<file path="config.mk">
export PLATFORM = sky130hd
export DESIGN_NAME = slice_frame_buffer
export DESIGN_NICKNAME = d
export VERILOG_FILES = /design/src/rtl/colparity_pkg.sv /design/src/rtl/slice_bank_ram.sv /design/src/rtl/slice_frame_buffer.sv
export SDC_FILE = /design/constraint.sdc
export NUM_CORES = 2
export LEC_CHECK = 0
export CORE_UTILIZATION = 50
export DETAILED_ROUTE_END_ITERATION = 8
export GPL_ROUTABILITY_DRIVEN = 0
export PLACE_DENSITY = 0.77
export REMOVE_ABC_BUFFERS = 1
export SETUP_SLACK_MARGIN = 0.4
export SLEW_MARGIN = 10
export SYNTH_ARGS = -nofsm -noshare
export SYNTH_HDL_FRONTEND = slang
export SYNTH_HIERARCHICAL = 1
export SYNTH_SLANG_ARGS = --single-unit
</file>
<file path="constraint.sdc">
create_clock -name clk -period 8.55 [get_ports clk]
set_clock_uncertainty 0.15 [all_clocks]
set_input_delay 1.2825 -clock clk [delete_from_list [all_inputs] [get_ports clk]]
set_output_delay 1.2825 -clock clk [all_outputs]
set_load 0.005 [all_outputs]
</file>
<file path="src/rtl/colparity_pkg.sv">
// Shared definitions for the column-parity slice frame buffer:
// default geometry, per-bank state encoding and the wrapped-index helper.
package colparity_pkg;

    localparam int unsigned COLPARITY_W     = 25;
    localparam int unsigned COLPARITY_DEPTH = 64;

    typedef enum logic [1:0] {
        EMPTY   = 2'd0,
        FILLING = 2'd1,
        FULL    = 2'd2
    } bank_state_e;

    // (idx - 1) mod depth; depth must be a power of two so index 0 wraps to depth-1
    function automatic int unsigned wrap_dec(input int unsigned idx, input int unsigned depth);
        return (idx + depth - 1) & (depth - 1);
    endfunction

endpackage

</file>
<file path="src/rtl/slice_bank_ram.sv">
// One DEPTH x W slice bank: synchronous write port and registered read port(s).
// The neighbour read port exists only when COLPARITY_FB_DUAL_RD_EN is defined.
// Storage is not reset; only the read registers are.
module slice_bank_ram
    import colparity_pkg::*;
#(
    parameter int unsigned  W     = COLPARITY_W,
    parameter int unsigned  DEPTH = COLPARITY_DEPTH,
    localparam int unsigned AW    = $clog2(DEPTH)
) (
    input  logic          clk,
    input  logic          rst_n,
    input  logic          we_i,
    input  logic [AW-1:0] waddr_i,
    input  logic [W-1:0]  wdata_i,
    input  logic          re_i,
    input  logic [AW-1:0] raddr_i,
`ifdef COLPARITY_FB_DUAL_RD_EN
    input  logic [AW-1:0] raddr_nb_i,
    output logic [W-1:0]  rdata_nb_o,
`endif
    output logic [W-1:0]  rdata_o
);

    logic [W-1:0] mem_q [DEPTH];
    logic [W-1:0] rdata_q;

    // Slice storage write
    always_ff @(posedge clk) begin
        if (we_i) begin
            mem_q[waddr_i] <= wdata_i;
        end
    end

    // Registered primary read; holds its value when not enabled
    always_ff @(posedge clk or negedge rst_n) begin
        if (!rst_n) begin
            rdata_q <= '0;
        end else if (re_i) begin
            rdata_q <= mem_q[raddr_i];
        end
    end

    assign rdata_o = rdata_q;

`ifdef COLPARITY_FB_DUAL_RD_EN
    logic [W-1:0] rdata_nb_q;

    // Registered neighbour read, enabled together with the primary port
    always_ff @(posedge clk or negedge rst_n) begin
        if (!rst_n) begin
            rdata_nb_q <= '0;
        end else if (re_i) begin
            rdata_nb_q <= mem_q[raddr_nb_i];
        end
    end

    assign rdata_nb_o = rdata_nb_q;
`endif

endmodule

</file>
<file path="src/rtl/slice_frame_buffer.sv">
// Double-buffered (ping-pong) store of Keccak state frames organised as
// DEPTH slices of W bits. A producer fills the write bank in slice order
// while the column-parity datapath reads the other bank by slice index.
// Optional feature macro: COLPARITY_FB_DUAL_RD_EN (adds rd_data_nb, a second
// read port returning the wrapped neighbour slice alongside rd_data).
module slice_frame_buffer
    import colparity_pkg::*;
#(
    parameter int unsigned  W     = COLPARITY_W,
    parameter int unsigned  DEPTH = COLPARITY_DEPTH,
    localparam int unsigned AW    = $clog2(DEPTH)
) (
    input  logic          clk,
    input  logic          rst,
    input  logic          wr_valid,
    output logic          wr_ready,
    input  logic [W-1:0]  wr_data,
    input  logic          rd_req,
    input  logic          rd_sel,
    input  logic [AW-1:0] rd_idx,
    input  logic          rd_release,
    output logic          rd_valid,
    output logic [W-1:0]  rd_data,
`ifdef COLPARITY_FB_DUAL_RD_EN
    output logic [W-1:0]  rd_data_nb,
`endif
    output logic          frame_avail,
    output logic [1:0]    frames_stored
);

    bank_state_e   bank_q [2];
    bank_state_e   bank_d [2];
    logic          wb_q, wb_d;
    logic          rb_q, rb_d;
    logic [AW-1:0] wr_ptr_q, wr_ptr_d;
    logic          rd_bank_q, rd_bank_d;
    logic          rd_valid_q, rd_valid_d;
    logic          wr_ready_q, wr_ready_d;
    logic          frame_avail_q, frame_avail_d;
    logic [1:0]    frames_stored_q, frames_stored_d;

    logic          wr_fire_c;
    logic          rd_fire_c;
    logic          rel_fire_c;
    logic [AW-1:0] rd_addr_c;
    logic [AW-1:0] rd_addr_nb_c;
    logic [W-1:0]  bank_rdata [2];
`ifdef COLPARITY_FB_DUAL_RD_EN
    logic [W-1:0]  bank_rdata_nb [2];
`endif

    assign wr_fire_c  = wr_valid && wr_ready_q;
    assign rd_fire_c  = rd_req && frame_avail_q;
    assign rel_fire_c = rd_release && (bank_q[rb_q] == FULL);

    // Neighbour address always wraps within AW bits so slice 0 maps to DEPTH-1
    assign rd_addr_nb_c = AW'(wrap_dec(32'(rd_idx), DEPTH));

`ifdef COLPARITY_FB_DUAL_RD_EN
    logic unused_rd_sel;
    assign unused_rd_sel = rd_sel;
    assign rd_addr_c     = rd_idx;
`else
    assign rd_addr_c     = rd_sel ? rd_addr_nb_c : rd_idx;
`endif

    // Bank-state and pointer registers
    always_ff @(posedge clk or negedge rst) begin
        if (!rst) begin
            bank_q[0]       <= EMPTY;
            bank_q[1]       <= EMPTY;
            wb_q            <= 1'b0;
            rb_q            <= 1'b0;
            wr_ptr_q        <= '0;
            rd_bank_q       <= 1'b0;
            rd_valid_q      <= 1'b0;
            wr_ready_q      <= 1'b1;
            frame_avail_q   <= 1'b0;
            frames_stored_q <= 2'd0;
        end else begin
            bank_q          <= bank_d;
            wb_q            <= wb_d;
            rb_q            <= rb_d;
            wr_ptr_q        <= wr_ptr_d;
            rd_bank_q       <= rd_bank_d;
            rd_valid_q      <= rd_valid_d;
            wr_ready_q      <= wr_ready_d;
            frame_avail_q   <= frame_avail_d;
            frames_stored_q <= frames_stored_d;
        end
    end

    // Next-state: write fill, frame completion, release, and derived status flags
    always_comb begin
        bank_d     = bank_q;
        wb_d       = wb_q;
        rb_d       = rb_q;
        wr_ptr_d   = wr_ptr_q;
        rd_bank_d  = rd_bank_q;
        rd_valid_d = rd_fire_c;

        if (wr_fire_c) begin
            wr_ptr_d = wr_ptr_q + AW'(1);
            if (wr_ptr_q == AW'(DEPTH - 1)) begin
                bank_d[wb_q] = FULL;
                wb_d         = ~wb_q;
            end else begin
                bank_d[wb_q] = FILLING;
            end
        end

        // A FULL bank is never the write target, so this never collides with the write above
        if (rel_fire_c) begin
            bank_d[rb_q] = EMPTY;
            rb_d         = ~rb_q;
        end

        // Read is served from the bank that was current before any same-cycle release
        if (rd_fire_c) begin
            rd_bank_d = rb_q;
        end

        wr_ready_d      = (bank_d[wb_d] != FULL);
        frame_avail_d   = (bank_d[rb_d] == FULL);
        frames_stored_d = 2'(bank_d[0] == FULL) + 2'(bank_d[1] == FULL);
    end

    for (genvar b = 0; b < 2; b++) begin : g_bank
        slice_bank_ram #(
            .W     (W),
            .DEPTH (DEPTH)
        ) u_ram (
            .clk        (clk),
            .rst_n      (rst),
            .we_i       (wr_fire_c && (wb_q == 1'(b))),
            .waddr_i    (wr_ptr_q),
            .wdata_i    (wr_data),
            .re_i       (rd_fire_c && (rb_q == 1'(b))),
            .raddr_i    (rd_addr_c),
`ifdef COLPARITY_FB_DUAL_RD_EN
            .raddr_nb_i (rd_addr_nb_c),
            .rdata_nb_o (bank_rdata_nb[b]),
`endif
            .rdata_o    (bank_rdata[b])
        );
    end

`ifndef COLPARITY_FB_DUAL_RD_EN
    logic [AW-1:0] unused_addr_nb;
    assign unused_addr_nb = rd_addr_nb_c;
`endif

    assign rd_data       = bank_rdata[rd_bank_q];
`ifdef COLPARITY_FB_DUAL_RD_EN
    assign rd_data_nb    = bank_rdata_nb[rd_bank_q];
`endif
    assign rd_valid      = rd_valid_q;
    assign wr_ready      = wr_ready_q;
    assign frame_avail   = frame_avail_q;
    assign frames_stored = frames_stored_q;

endmodule

</file>
==> run summary <==
The share of the clock period used by the worst path after layout is 68.5%. The primary flip-flop cell chosen by synthesis mapping is sky130_fd_sc_hd__edfxtp_1. The sink count of the clock tree came out at 3268. The worst supply voltage drop on vdd is 0.000248 V. The reported leakage power is 45.2 nW.

The global-route wire length before repair came out at 456000 um. The achievable clock frequency is 0.171 GHz. The die outline width is 506 um. The number of CTS-inserted buffers is 318.

The sequential element share of the synthesized area came out at 77.0%. In the routed design, unresolved DRC markers number 0. The number of antenna violations at the first check in global routing came to 13. The number of vias after detailed routing is 64200.

The worst setup path is of the in2reg kind. The run finished with clean final reports. The tightest hold margin came out at 0.107 ns. TritonCTS built the clock tree.

Post-CTS repair changed the size of 0 cells. The critical path data required time is 9.17 ns. The number of vias per cell is 6.42. Clock-pin slew was measured on the worst setup and hold paths at 0.06 ns. The I/O pin total came out at 67. The dominant cell type by count on the critical path is sky130_fd_sc_hd__buf_4. The detailed router's first-iteration violation count is 9747. Synthesis produced 6164 cells.

The number of enable flip-flop cells after synthesis is 3200. Setup violations remaining at the end of the flow were counted as 0. The number of global-route vias before repair is 63500. The largest stage delay on the critical path came out at 0.86 ns. The number of slew-limit violations in the final report is 0. The starting utilization of the core area came out at 50.4%. The vertical die dimension came out at 506 um. The post-synthesis instance area is 127000 um^2. Of all flip-flops after synthesis, the portion carrying an async set or reset was 2.08%. Synthesis instantiated 51 different standard cells from the library. The time the final worst path needs with I/O delays and setup is 5.86 ns.

The total number of yosys warnings is 6. The synthesized area per cell came out at 20.6 um^2. The final layout net count came out at 6450. For this block, the routed nets add up to 321000 um of wire. Walking the worst path, the cells encountered are clkdlybuf4s50_1 -> inv_1 -> ha_1 -> nand2_1 -> xnor2_2 -> buf_4 -> buf_4 -> buf_4 -> mux4_2 -> mux2i_1 -> nor2_1 -> a21oi_1 -> o221ai_1. The hold violation total from the final report came out at 0. The number of gates on the worst path with buffers counted is 13. The transition at the pin with the smallest max-transition slack is 1.31 ns.

The reported max-cap violation count came out at 0. Once the clock tree was built, the setup fixing pass inserted 0 buffers. The total routing usage reported by global routing came out at 24.9%. The critical path arrival came out at 6.48 ns.

The kind of cell adding the most delay to the critical path is buffers and inverters. The critical path launch point type is a primary input. The post-detailed-route wirelength per cell is 32.1 um.

The remaining number of nets flagged by the antenna check after routing is 0. The number of register bits inferred by synthesis is 3268. In this run the worst hold path is classified as in2async. The area added between synthesis and finish came out at 11.6%.

The die area came out at 256000 um^2. The total number of placement rows is 184. The count of buffers added on input and output ports is 66.

The number of buffers and inverters on the critical path came out at 5. The sum of overflow across all layers after global routing is 0. In this run the worst path has a maximum fanout of 45. The standard cell core area came out at 252000 um^2.

Measured on the finished design, the core utilization comes to 56.3%. The total power divided by cell area is 242 nW/um^2. In this run the tightest slew margin relative to its limit is 12.6%.

The pre-antenna-repair detailed-routing pass consisted of 8 iterations. Hold repair after CTS inserted 0 buffers. The endpoint kind of the worst setup timing path is a flop.

The worst-path cell with the longest stage delay is sky130_fd_sc_hd__xnor2_2. The number of cells on the worst reg-to-reg path is 6. The finished cells cover 142000 um^2. The wire-length estimate of the detail-placed layout is 184000 um. The share of final-layout standard cells stronger than drive strength 1 came out at 24.5%. For the worst-skew pair, the clock arrives at the later sink with an insertion delay of 0.97 ns. CTS placed an instance of sky130_fd_sc_hd__clkbuf_16 at the clock tree root. Once placement finished, the instance area stood at 132000 um^2. Setup repair after global routing left no endpoint under its margin. The deepest level of the CTS H-tree came out at 5.

The clock tree buffer depth came out at 4. Entering global routing, the biggest net connects 143 pins.
-- through the flow --
step / total power [W] / TNS (ns) / setup WS, ns / instances
floorplan: 0.0238 / -3230.15 / -65.21 / 5819
global placement: 0.0212 / 0 / 1.71 / 9438
detailed placement: 0.0213 / 0 / 1.81 / 9438
CTS: 0.0344 / 0 / 2.80 / 9980
global route: 0.0352 / 0 / 2.55 / 9987
finish: 0.0343 / 0 / 2.69 / 9992
-- metal layers --
| metal | GRT usage [%] | wire (um) | vias to the layer above |
|---|---|---|---|
| met4 | 12.2 | 17700 | 6 |
| li1 | - | - | 25800 |
| met3 | 6.44 | 39600 | 731 |
| met2 | 38.1 | 148000 | 4288 |
| met5 | 0 | 34 | - |
| met1 | 33.3 | 115000 | 33300 |
-- cells in the final DEF (no fill, tap or decap), drive strengths merged, types with 3 or more instances in the layout --
| master | netlist | layout |
|---|---|---|
| o221ai | 50 | 50 |
| dfrtp | 67 | 67 |
| clkinvlp | 0 | 9 |
| o21ai | 4 | 4 |
| a22oi | 48 | 48 |
| o22ai | 104 | 104 |
| mux2 | 277 | 277 |
| a21oi | 107 | 107 |
| bufinv | 0 | 21 |
| nor3b | 4 | 4 |
| xnor2 | 7 | 7 |
| nor3 | 7 | 7 |
| mux4 | 552 | 552 |
| nand3b | 6 | 6 |
| edfxtp | 3200 | 3200 |
| buf | 244 | 231 |
| nor2b | 154 | 154 |
| nand4b | 6 | 6 |
| mux2i | 403 | 403 |
| or3 | 6 | 6 |
| o32ai | 48 | 48 |
| nor4 | 96 | 96 |
| nand4 | 5 | 5 |
| clkinv | 0 | 109 |
| inv | 6 | 13 |
| nand2 | 75 | 75 |
| nand2b | 10 | 10 |
| and3 | 4 | 4 |
| nand3 | 69 | 69 |
| xor2 | 3 | 3 |
| nor2 | 386 | 386 |
| diode | 0 | 12 |
| a211oi | 96 | 96 |
| ha | 3 | 3 |
| clkbuf | 101 | 396 |
| clkdlybuf4s50 | 0 | 40 |
-- cells by family after synthesis --
group                    share of synthesized area (%)
AND/OR/NAND/NOR                                   3.32
buffers and inverters                             1.62
AO/OA/AOI/OAI                                     2.53
XOR/XNOR                                        0.0690
flip-flops                                        77.0
multiplexers                                      15.4
adder cells (fa/ha/maj)                         0.0296
-- state kept, by name, summed over array words and instances, names as in the netlist --
name	cells
frames_stored	2
wr_ptr_q	6
frame_avail	1
rb_q	1
g_bank.u_ram/rdata_o	50
rd_valid	1
rd_bank_q	1
wb_q	1
wr_ready	1
g_bank.u_ram/mem_q	3200
bank_q	4
-- cell usage after synthesis (7+ instances only) --
cell                       instances  share of area (%)
sky130_fd_sc_hd__buf_6            66               0.59
sky130_fd_sc_hd__mux2_2          255                2.3
sky130_fd_sc_hd__nand2b_1         10              0.049
sky130_fd_sc_hd__nand2_1          75               0.22
sky130_fd_sc_hd__buf_4            18               0.11
sky130_fd_sc_hd__nor4_2           10              0.099
sky130_fd_sc_hd__nor2_1          386                1.1
sky130_fd_sc_hd__o22ai_1         104               0.51
sky130_fd_sc_hd__mux4_2          552                9.8
sky130_fd_sc_hd__buf_2           146               0.58
sky130_fd_sc_hd__dfrtp_1          67                1.3
sky130_fd_sc_hd__o221ai_1         50               0.34
sky130_fd_sc_hd__clkbuf_1        101               0.30
sky130_fd_sc_hd__nor4_1           86               0.42
sky130_fd_sc_hd__mux2i_1         403                3.2
sky130_fd_sc_hd__xnor2_1           7              0.048
sky130_fd_sc_hd__buf_1            14              0.041
sky130_fd_sc_hd__a22oi_1          48               0.28
sky130_fd_sc_hd__a211oi_1         96               0.57
sky130_fd_sc_hd__edfxtp_1       3200                 76
sky130_fd_sc_hd__a21oi_1         105               0.41
sky130_fd_sc_hd__o32ai_1          48               0.33
sky130_fd_sc_hd__nand3_1          69               0.27
sky130_fd_sc_hd__nor3_1            7              0.028
sky130_fd_sc_hd__nor2b_1         154               0.76
sky130_fd_sc_hd__mux2_1           22               0.20
-- report_power, final --
part           internal, W  leakage, nW  switching [W]
clock network      0.00763         4.74        0.00573
registers           0.0179         29.7       0.000111
logic             0.000974         10.8        0.00201
-- path summary, 6_finish.rpt --
check,startpoint,endpoint,slack [ns]
max,rd_idx[0],g_bank[0].u_ram/rdata_o[20]$_DFFE_PN0P_,2.69
min,rst,g_bank[0].u_ram/rdata_o[10]$_DFFE_PN0P_,0.11
max reg2reg,wr_ready$_DFF_PN1_,g_bank[0].u_ram/mem_q[38][10]$_DFFE_PP_,4.63
min reg2reg,bank_q[1]$_DFF_PN0_,bank_q[1]$_DFF_PN0_,0.38
max in group asynchronous,rst,frame_avail$_DFF_PN0_,7.03
min in group clk,bank_q[1]$_DFF_PN0_,bank_q[1]$_DFF_PN0_,0.38
-- worst reg2reg max path, stage by stage, from the launching register on --
cell and delay (ns):
sky130_fd_sc_hd__dfstp_2 0.57, sky130_fd_sc_hd__nand2_1 0.13, sky130_fd_sc_hd__nor2_1 0.51, sky130_fd_sc_hd__nor2b_1 0.34, sky130_fd_sc_hd__nand3_1 0.70, sky130_fd_sc_hd__nor2_2 0.74
sky130_fd_sc_hd__buf_4 0.46
-- final cells by class --
type	count	area [um^2]
sequential	3268	97800
fill	17700	110000
clock buffer	396	8470
tap	3348	4190
timing repair buffer	271	2350
inverter	6	22.5
multi-input combinational	2545	27700
clock inverter	146	1230
antenna	12	30.0
Note: power is estimated with default switching activity, not from simulation.
